[src/rtl/pixel_readout_pkg.sv]
// Shared types and constants for the pixel readout sequencer.
package pixel_readout_pkg;

   localparam int ADDR_W = 7;
   localparam int DATA_W = 16;

   localparam logic [1:0] WT_HDR = 2'b10;
   localparam logic [1:0] WT_HIT = 2'b01;
   localparam logic [1:0] WT_TRL = 2'b11;

   typedef enum logic [2:0] {
      IDLE,
      HEADER,
      SCAN,
      TRAILER,
      END
   } state_t;

endpackage

[src/rtl/readout_fifo.sv]
// Synchronous show-ahead FIFO; the head word is presented combinationally while not empty.
module readout_fifo #(
   parameter int DEPTH = 8,
   parameter int WIDTH = 16
) (
   input  logic             clk,
   input  logic             reset,
   input  logic             i_wrEn,
   input  logic [WIDTH-1:0] i_wrData,
   input  logic             i_rdEn,
   output logic [WIDTH-1:0] o_rdData,
   output logic             o_full,
   output logic             o_empty
);

   localparam int AW = $clog2(DEPTH);

   logic [WIDTH-1:0] r_mem [DEPTH];
   logic [AW-1:0]    r_wrPtr;
   logic [AW-1:0]    r_rdPtr;
   logic [AW:0]      r_count;
   logic             w_push;
   logic             w_pop;

   // A full FIFO refuses the write even if the head is popped in the same cycle.
   assign w_push = i_wrEn & ~o_full;
   assign w_pop  = i_rdEn & ~o_empty;

   always_ff @(posedge clk) begin
      if (reset) begin
         r_wrPtr <= '0;
         r_rdPtr <= '0;
         r_count <= '0;
      end else begin
         if (w_push) r_wrPtr <= r_wrPtr + 1'b1;
         if (w_pop)  r_rdPtr <= r_rdPtr + 1'b1;
         case ({w_push, w_pop})
            2'b10:   r_count <= r_count + 1'b1;
            2'b01:   r_count <= r_count - 1'b1;
            default: r_count <= r_count;
         endcase
      end
   end

   always_ff @(posedge clk) begin
      if (w_push) r_mem[r_wrPtr] <= i_wrData;
   end

   assign o_full   = (r_count == (AW+1)'(DEPTH));
   assign o_empty  = (r_count == '0);
   assign o_rdData = o_empty ? '0 : r_mem[r_rdPtr];

endmodule

[src/rtl/pixel_readout_ctrl.sv]
// Frame readout sequencer: drains the pixel priority encoder into a header/hit/trailer word stream.
// Optional trailer word with overflow flag is built when PIXEL_READOUT_TRAILER_EN is defined.
module pixel_readout_ctrl
   import pixel_readout_pkg::*;
#(
   parameter int FIFO_DEPTH = 8,
   parameter int MAX_HITS   = 128
) (
   input  logic              clk,
   input  logic              reset,
   input  logic              trigger,
   output logic              busy,
   input  logic              enc_valid,
   input  logic [ADDR_W-1:0] enc_addr,
   output logic              enc_read,
   output logic [DATA_W-1:0] out_data,
   output logic              out_valid,
   input  logic              out_ready
);

   localparam logic [7:0] CAP = 8'(MAX_HITS);

   state_t              r_state;
   state_t              w_nextState;
   logic [7:0]          r_frameId;
   logic [7:0]          r_hitCnt;
   logic                w_wrEn;
   logic [DATA_W-1:0]   w_wrData;
   logic                w_full;
   logic                w_empty;
   logic                w_capHit;
   logic                w_encRead;

   assign w_capHit = (r_hitCnt >= CAP);

   always_ff @(posedge clk) begin
      if (reset) begin
         r_state   <= IDLE;
         r_frameId <= '0;
         r_hitCnt  <= '0;
      end else begin
         r_state <= w_nextState;
         if (w_encRead) r_hitCnt <= r_hitCnt + 1'b1;
         if (r_state == END) begin
            r_frameId <= r_frameId + 1'b1;
            r_hitCnt  <= '0;
         end
      end
   end

`ifdef PIXEL_READOUT_TRAILER_EN
   logic r_ovf;

   // Overflow means the cap stopped the scan while hits were still pending.
   always_ff @(posedge clk) begin
      if (reset || r_state == END) begin
         r_ovf <= 1'b0;
      end else if (r_state == SCAN && enc_valid && w_capHit) begin
         r_ovf <= 1'b1;
      end
   end
`endif

   always_comb begin
      w_nextState = r_state;
      w_wrEn      = 1'b0;
      w_wrData    = '0;
      w_encRead   = 1'b0;
      case (r_state)
         IDLE: begin
            if (trigger) w_nextState = HEADER;
         end
         HEADER: begin
            if (!w_full) begin
               w_wrEn      = 1'b1;
               w_wrData    = {WT_HDR, 6'b0, r_frameId};
               w_nextState = SCAN;
            end
         end
         SCAN: begin
            w_encRead = enc_valid & ~w_full & ~w_capHit;
            if (w_encRead) begin
               w_wrEn   = 1'b1;
               w_wrData = {WT_HIT, 7'b0, enc_addr};
            end
            if (!enc_valid || w_capHit) begin
`ifdef PIXEL_READOUT_TRAILER_EN
               w_nextState = TRAILER;
`else
               w_nextState = END;
`endif
            end
         end
         TRAILER: begin
`ifdef PIXEL_READOUT_TRAILER_EN
            if (!w_full) begin
               w_wrEn      = 1'b1;
               w_wrData    = {WT_TRL, r_ovf, 5'b0, r_hitCnt};
               w_nextState = END;
            end
`else
            w_nextState = END;
`endif
         end
         END: begin
            w_nextState = IDLE;
         end
         default: begin
            w_nextState = IDLE;
         end
      endcase
   end

   // Masking the strobe during reset keeps an aborted frame from consuming a pixel hit.
   assign enc_read  = w_encRead & ~reset;
   assign busy      = (r_state != IDLE);
   assign out_valid = ~w_empty;

   readout_fifo #(
      .DEPTH(FIFO_DEPTH),
      .WIDTH(DATA_W)
   ) u_fifo (
      .clk      (clk),
      .reset    (reset),
      .i_wrEn   (w_wrEn),
      .i_wrData (w_wrData),
      .i_rdEn   (out_ready),
      .o_rdData (out_data),
      .o_full   (w_full),
      .o_empty  (w_empty)
   );

endmodule

[config.mk]
export PLATFORM = sky130hd
export DESIGN_NAME = pixel_readout_ctrl
export DESIGN_NICKNAME = d
export VERILOG_FILES = /design/src/rtl/pixel_readout_pkg.sv /design/src/rtl/readout_fifo.sv /design/src/rtl/pixel_readout_ctrl.sv
export SDC_FILE = /design/constraint.sdc
export NUM_CORES = 1
export LEC_CHECK = 0
export CAP_MARGIN = 20
export CORE_AREA = 4 4 92 94
export DETAILED_ROUTE_END_ITERATION = 8
export DIE_AREA = 0 0 96 98
export HOLD_SLACK_MARGIN = 0.05
export PLACE_DENSITY = 0.92
export SYNTH_ARGS = -nofsm -noshare
export SYNTH_HDL_FRONTEND = slang
export SYNTH_SLANG_ARGS = --single-unit
export TNS_END_PERCENT = 5
[constraint.sdc]
create_clock -name clk -period 5.2 [get_ports clk]
set_input_delay 0.52 -clock clk [delete_from_list [all_inputs] [get_ports clk]]
set_output_delay 0.52 -clock clk [all_outputs]
set_load 0.005 [all_outputs]
# == After elaboration in Yosys (flattened, before gate mapping) ==
# Memories as Yosys holds them, arrays and structs flattened. A register that Yosys moved wholly into a read port is not among the register bits.
# Cells that the tools add are included.
# classes
add_sub_neg,6
n_lt_le_gt_ge,1
n_eq_ne,10
n_mux,17
bitwise_logic,9
n_reduce_logical,8
# ops
op,n
$mux W16,2
$pmux W16 S2,1
$add A8 B1 Y8 const B,2
$mux W15,1
$mux W3,5
$pmux W3 S4,1
$ge A8 B8 Y1 const B,1
$pmux W4 S2,1
$add A3 B1 Y3 const B,2
$eq A3 B2 Y1 const B,2
$ne A2 B2 Y1 const B,3
$and A1 B1 Y1,5
$mux W1,5
$add A4 B1 Y4 const B,1
$eq A4 B4 Y1 const B,1
$logic_not A4 Y1,1
$not A1 Y1,4
$sub A4 B1 Y4 const B,1
$eq A3 B1 Y1 const B,1
$eq A3 B3 Y1 const B,1
$logic_not A3 Y1,1
$reduce_and A3 Y1,1
$reduce_bool A3 Y1,1
$eq A2 B1 Y1 const B,1
6 further kinds,6
# word_totals
register_bits,29
ram_bits,128
input_bits,12
output_inout_bits,19
mem_count,1
# memory_table
name,words,word_bits,rd,rd_clocked_by_memory_dff,write_ports,line,source
u_fifo.r_mem,8,16,1,1,1,readout_fifo.sv:18,logic [WIDTH-1:0] r_mem [DEPTH];

# == Logic depth before layout (Yosys ltp) ==
# depth
word_depth,9
ltp_mapped,12
depth_no_buf,10

# == Cells and area by module ==
# Synthesis repeated with hierarchy kept, for this count alone.
# hier_totals
cells_unflattened,398
area_unflattened_um2,6606.3
# by_module_without_submodules
module,instances,cells_each,area_each_um2
readout_fifo,1,276,5557.8
pixel_readout_ctrl,1,122,1048.5

# == Worst setup path before layout ==
# OpenSTA, ideal clock, no wires.
# synth_path
path_type,reg2reg
startpoint,register u_fifo.r_count[1]
endpoint,register u_fifo.r_count[3]
setup_time_ps,121
t_arrival_ps,2484
path_slack_ps,2595
path_stages_with_launch,9
synth_period_minus_slack_ps,2605
cell_sequence,dfxtp_1 -> clkbuf_1 -> nor4b_1 -> a211oi_1 -> inv_1 -> ha_1 -> or3_1 -> o32ai_1 -> mux2_2
# synth_via
elab_chain_cells,9
# synth_lines
element,line,source
start: declaration,readout_fifo.sv:21,logic [AW:0] r_count;
start signal: assignment,readout_fifo.sv:38,2'b10: r_count <= r_count + 1'b1;
start signal: assignment,readout_fifo.sv:39,2'b01: r_count <= r_count - 1'b1;
start signal: assignment,readout_fifo.sv:40,default: r_count <= r_count;
$eq A4 B4 Y1,readout_fifo.sv:49,assign o_full = (r_count == (AW+1)'(DEPTH));
$not A1 Y1,"readout_fifo.sv:26, pixel_readout_ctrl.sv:81",
$and A1 B1 Y1 (2 in a row),pixel_readout_ctrl.sv:81,w_encRead = enc_valid & ~w_full & ~w_capHit;
$mux W1,pixel_readout_ctrl.sv:82,if (w_encRead) begin
$pmux W1 S2,pixel_readout_ctrl.sv:69,case (r_state)
$and A1 B1 Y1,readout_fifo.sv:26,assign w_push = i_wrEn & ~o_full;
$eq A2 B1 Y1 or $eq A2 B2 Y1 (tied branches),readout_fifo.sv:37,"case ({w_push, w_pop})"
$pmux W4 S2 or $reduce_bool A2 Y1 (tied branches),--,
# Several ways; a longest one is shown, not always the timed one.
# A chain may end at the register's enable or synchronous reset.

# == Worst setup path in the final report ==
# Ends and elaborated chain as after synthesis.

==> impl_metrics.env <==
export IMPL_start_util=0.6198
export IMPL_antenna_found_initial=0
export IMPL_post_place_ws_ns=1.839
export IMPL_clk_pin_slew_worst_paths_ns=0.10
export IMPL_avgSynthCellArea_um2=14.32
export IMPL_io_pins=31
export IMPL_yosys_register_bits=112
export IMPL_grt_max_degree=27
export IMPL_drive_above_1_share=0.1547
export IMPL_ir_drop_mv=0.2790
export IMPL_rsz0062_at_grt="false"
export IMPL_synth_top_area_share=0.5069
export IMPL_fmax_mhz=331.9
export IMPL_cts_resized=0
export IMPL_synthTopCellsByCount="edfxtp_1, nor2_1, dfxtp_1"
export IMPL_cpPeakStageDelay_ns=0.59
export IMPL_p_per_area_nw_per_um2=404.9
export IMPL_wl_um=8749
export IMPL_finalHoldViolCount=0
export IMPL_status="finished, final reports clean"
export IMPL_cts_tree="done"
export IMPL_grt_pass1_wl_um=13780
export IMPL_synthFlopType="edfxtp_1"
export IMPL_numPortBuffers=24
export IMPL_worstPathRequired_ns=5.46
export IMPL_fin_skew_ns=0.01946
export IMPL_postCtsSetupRepairBufs=0
export IMPL_tns_ns=0
export IMPL_fin_area_um2=5306
export IMPL_fin_nets=377
export IMPL_path_buf_inv=2
export IMPL_clockBufferDepth=2
export IMPL_yosysTopAreaCell="edfxtp_1"
export IMPL_die_w_um=96
export IMPL_grt_pass1_vias=2670
export IMPL_cp_cell_sequence="nor4b_2, buf_4, a211oi_1, inv_1, ha_1, or3_1, o32ai_1, mux2_2"
export IMPL_core_area_um2=7647
export IMPL_track_usage=0.1982
export IMPL_netlist_instances=331
export IMPL_setup_ws_ns=2.187
export IMPL_antenna_left=0
export IMPL_flow_area_growth_from_synthesis_pct=11.96
export IMPL_first_iter_violations=192
export IMPL_slew_viol_final=0
export IMPL_relSlewSlack=0.3077
export IMPL_vias=2719
export IMPL_rows=32
export IMPL_firstDrtPassIters=4
export IMPL_finalCritPeriodShare=0.5794
export IMPL_period_needed_ns=3.013
export IMPL_final_setup_viol_count=0
export IMPL_h_tree_depth=3
export IMPL_holdBufCountCts=0
export IMPL_maxCapViolCount=0
export IMPL_synthArstFlopShare=0
export IMPL_dieHeight_um=98
export IMPL_grt_remaining_overflow=0
export IMPL_antenna_cells=0
export IMPL_slowest_stage="a211oi_1"
export IMPL_syn_area_um2=4740
export IMPL_viasPerCell=5.860
export IMPL_ys_top_cells_by_area="edfxtp_1, dfxtp_1, mux4_2"
export IMPL_leakage_nw=1.749
export IMPL_ys_seq_area_frac=0.6420
export IMPL_worstPathArrival_ns=3.27
export IMPL_cpLargestDelayFamily="compound AO/OA/AOI/OAI gates"
export IMPL_drc=0
export IMPL_dp_hpwl_um=5879
export IMPL_place_area_um2=5084
export IMPL_cp_max_fo=13
export IMPL_gp_congestion=0.8206
export IMPL_ys_warnings_count=0
export IMPL_post_drt_wl_per_cell_um=18.86
export IMPL_end_kind="flip-flop"
export IMPL_worstSetupStartpointType="flip-flop"
export IMPL_cts_buffers=9
export IMPL_clockRootBuffer="clkbuf_8"
export IMPL_synth_cell_types=43
export IMPL_synth_most_common_cell="edfxtp_1"
export IMPL_clock_sinks=112
export IMPL_min_path_type="reg2reg"
export IMPL_worstSetupPathType="reg2reg"
export IMPL_worst_slew_pin_slew_ns=1.035
export IMPL_clkLatencyLatePin_ns=0.38
export IMPL_synth_edf_count=80
export IMPL_die_area_um2=9408
export IMPL_holdWs_ns=0.5040
==> metrics by stage <==
stage,util,std cells,power (mW)
3_5_place_dp,0.6648,445,1.682
2_1_floorplan,-,336,1.446
5_1_grt,0.6939,464,2.264
3_3_place_gp,0.6648,445,1.650
6_report,0.6939,464,2.149
4_1_cts,0.6895,461,2.162
==> worst paths after layout <==
kind	from	to	slack [ns]	depth (start not counted)
hold / removal	r_hitCnt[6]$_SDFFE_PP0N_	r_hitCnt[6]$_SDFFE_PP0N_	0.50	2
hold reg to reg	r_hitCnt[6]$_SDFFE_PP0N_	r_hitCnt[6]$_SDFFE_PP0N_	0.50	2
setup / recovery	u_fifo.r_count[1]$_SDFFE_PP0P_	u_fifo.r_count[3]$_SDFFE_PP0P_	2.19	8
setup reg to reg	u_fifo.r_count[1]$_SDFFE_PP0P_	u_fifo.r_count[3]$_SDFFE_PP0P_	2.19	8
==> cell families (layout without fill, tap and decap cells) <==
family | Yosys count | after routing | synth area share
DFF | 112 | 112 | 0.6420
and+or+nand+nor | 107 | 107 | 0.1169
muxes | 36 | 36 | 0.1291
buffers and inverters | 28 | 54 | 0.02904
AOI/OAI and AO/OA | 22 | 22 | 0.02957
xor gates and xnor gates | 17 | 17 | 0.03141
adders and majority gates | 8 | 8 | 0.02112
other | 1 | 6 | 0.0007912
==> tightest hold or removal path, cell delays in order (launching register included) <==
cell,delay (ns)
dfxtp_1,0.33
o21ai_0,0.07
a21oi_1,0.06
==> registers in the layout, summed over array words and instances (netlist names), named ones only <==
signal	flops
u_fifo.r_wrPtr	3
u_fifo.r_rdPtr	3
r_hitCnt	8
r_state	3
r_frameId	8
u_fifo.r_mem	80
u_fifo.r_count	4
==> power by group <==
part	total (mW)	internal, mW	switching [mW]
clock	0.495	0.188	0.307
sequential	1.06	1.01	0.0502
combinational	0.597	0.317	0.280
==> layout by cell type (no fill, tap or decap), types with 2 or more instances in the layout <==
cell             instances
nor3_2                   2
nor4_1                   3
and3_1                   3
inv_8                    2
ha_1                     8
mux4_2                  20
nor4_2                   3
dfxtp_1                 32
inv_6                    4
edfxtp_1                80
xor2_1                  11
nand3_1                  7
xnor2_1                  6
mux2i_1                 15
nand2b_1                 3
a22oi_1                  7
nand2_1                  6
clkbuf_8                 9
nand4_1                  5
a21oi_1                  7
clkdlybuf4s50_1         24
or2_2                    2
and2_1                   3
nor3b_1                  2
or3_1                    7
buf_6                    3
conb_1                   6
nor2_1                  47
nor2b_1                  5
o21ai_0                  3
nor3_1                   2
inv_1                    6
buf_4                    5
==> layout make-up <==
cell class                 instances  area (µm²)
clock buffer                       9       123.9
fill                             489        2341
tap                              102       127.6
inverter                           6       22.52
multi-input combinational        196        1613
timing repair buffer              32       311.5
clock inverter                     7       65.06
sequential                       112        3043
==> routing by layer <==
| metal | GRT usage | share of wire | wire length (µm) | vias to the layer above |
|---|---|---|---|---|
| met1 | 0.2613 | 0.41 | 3555 | 1350 |
| li1 | - | - | - | 1281 |
| met4 | 0.06783 | 0.016 | 139 | 0 |
| met3 | 0.03390 | 0.046 | 403 | 14 |
| met5 | 0 | 0 | 0 | - |
| met2 | 0.3309 | 0.53 | 4651 | 74 |
No activity file was read; power rests on OpenSTA's default activity.
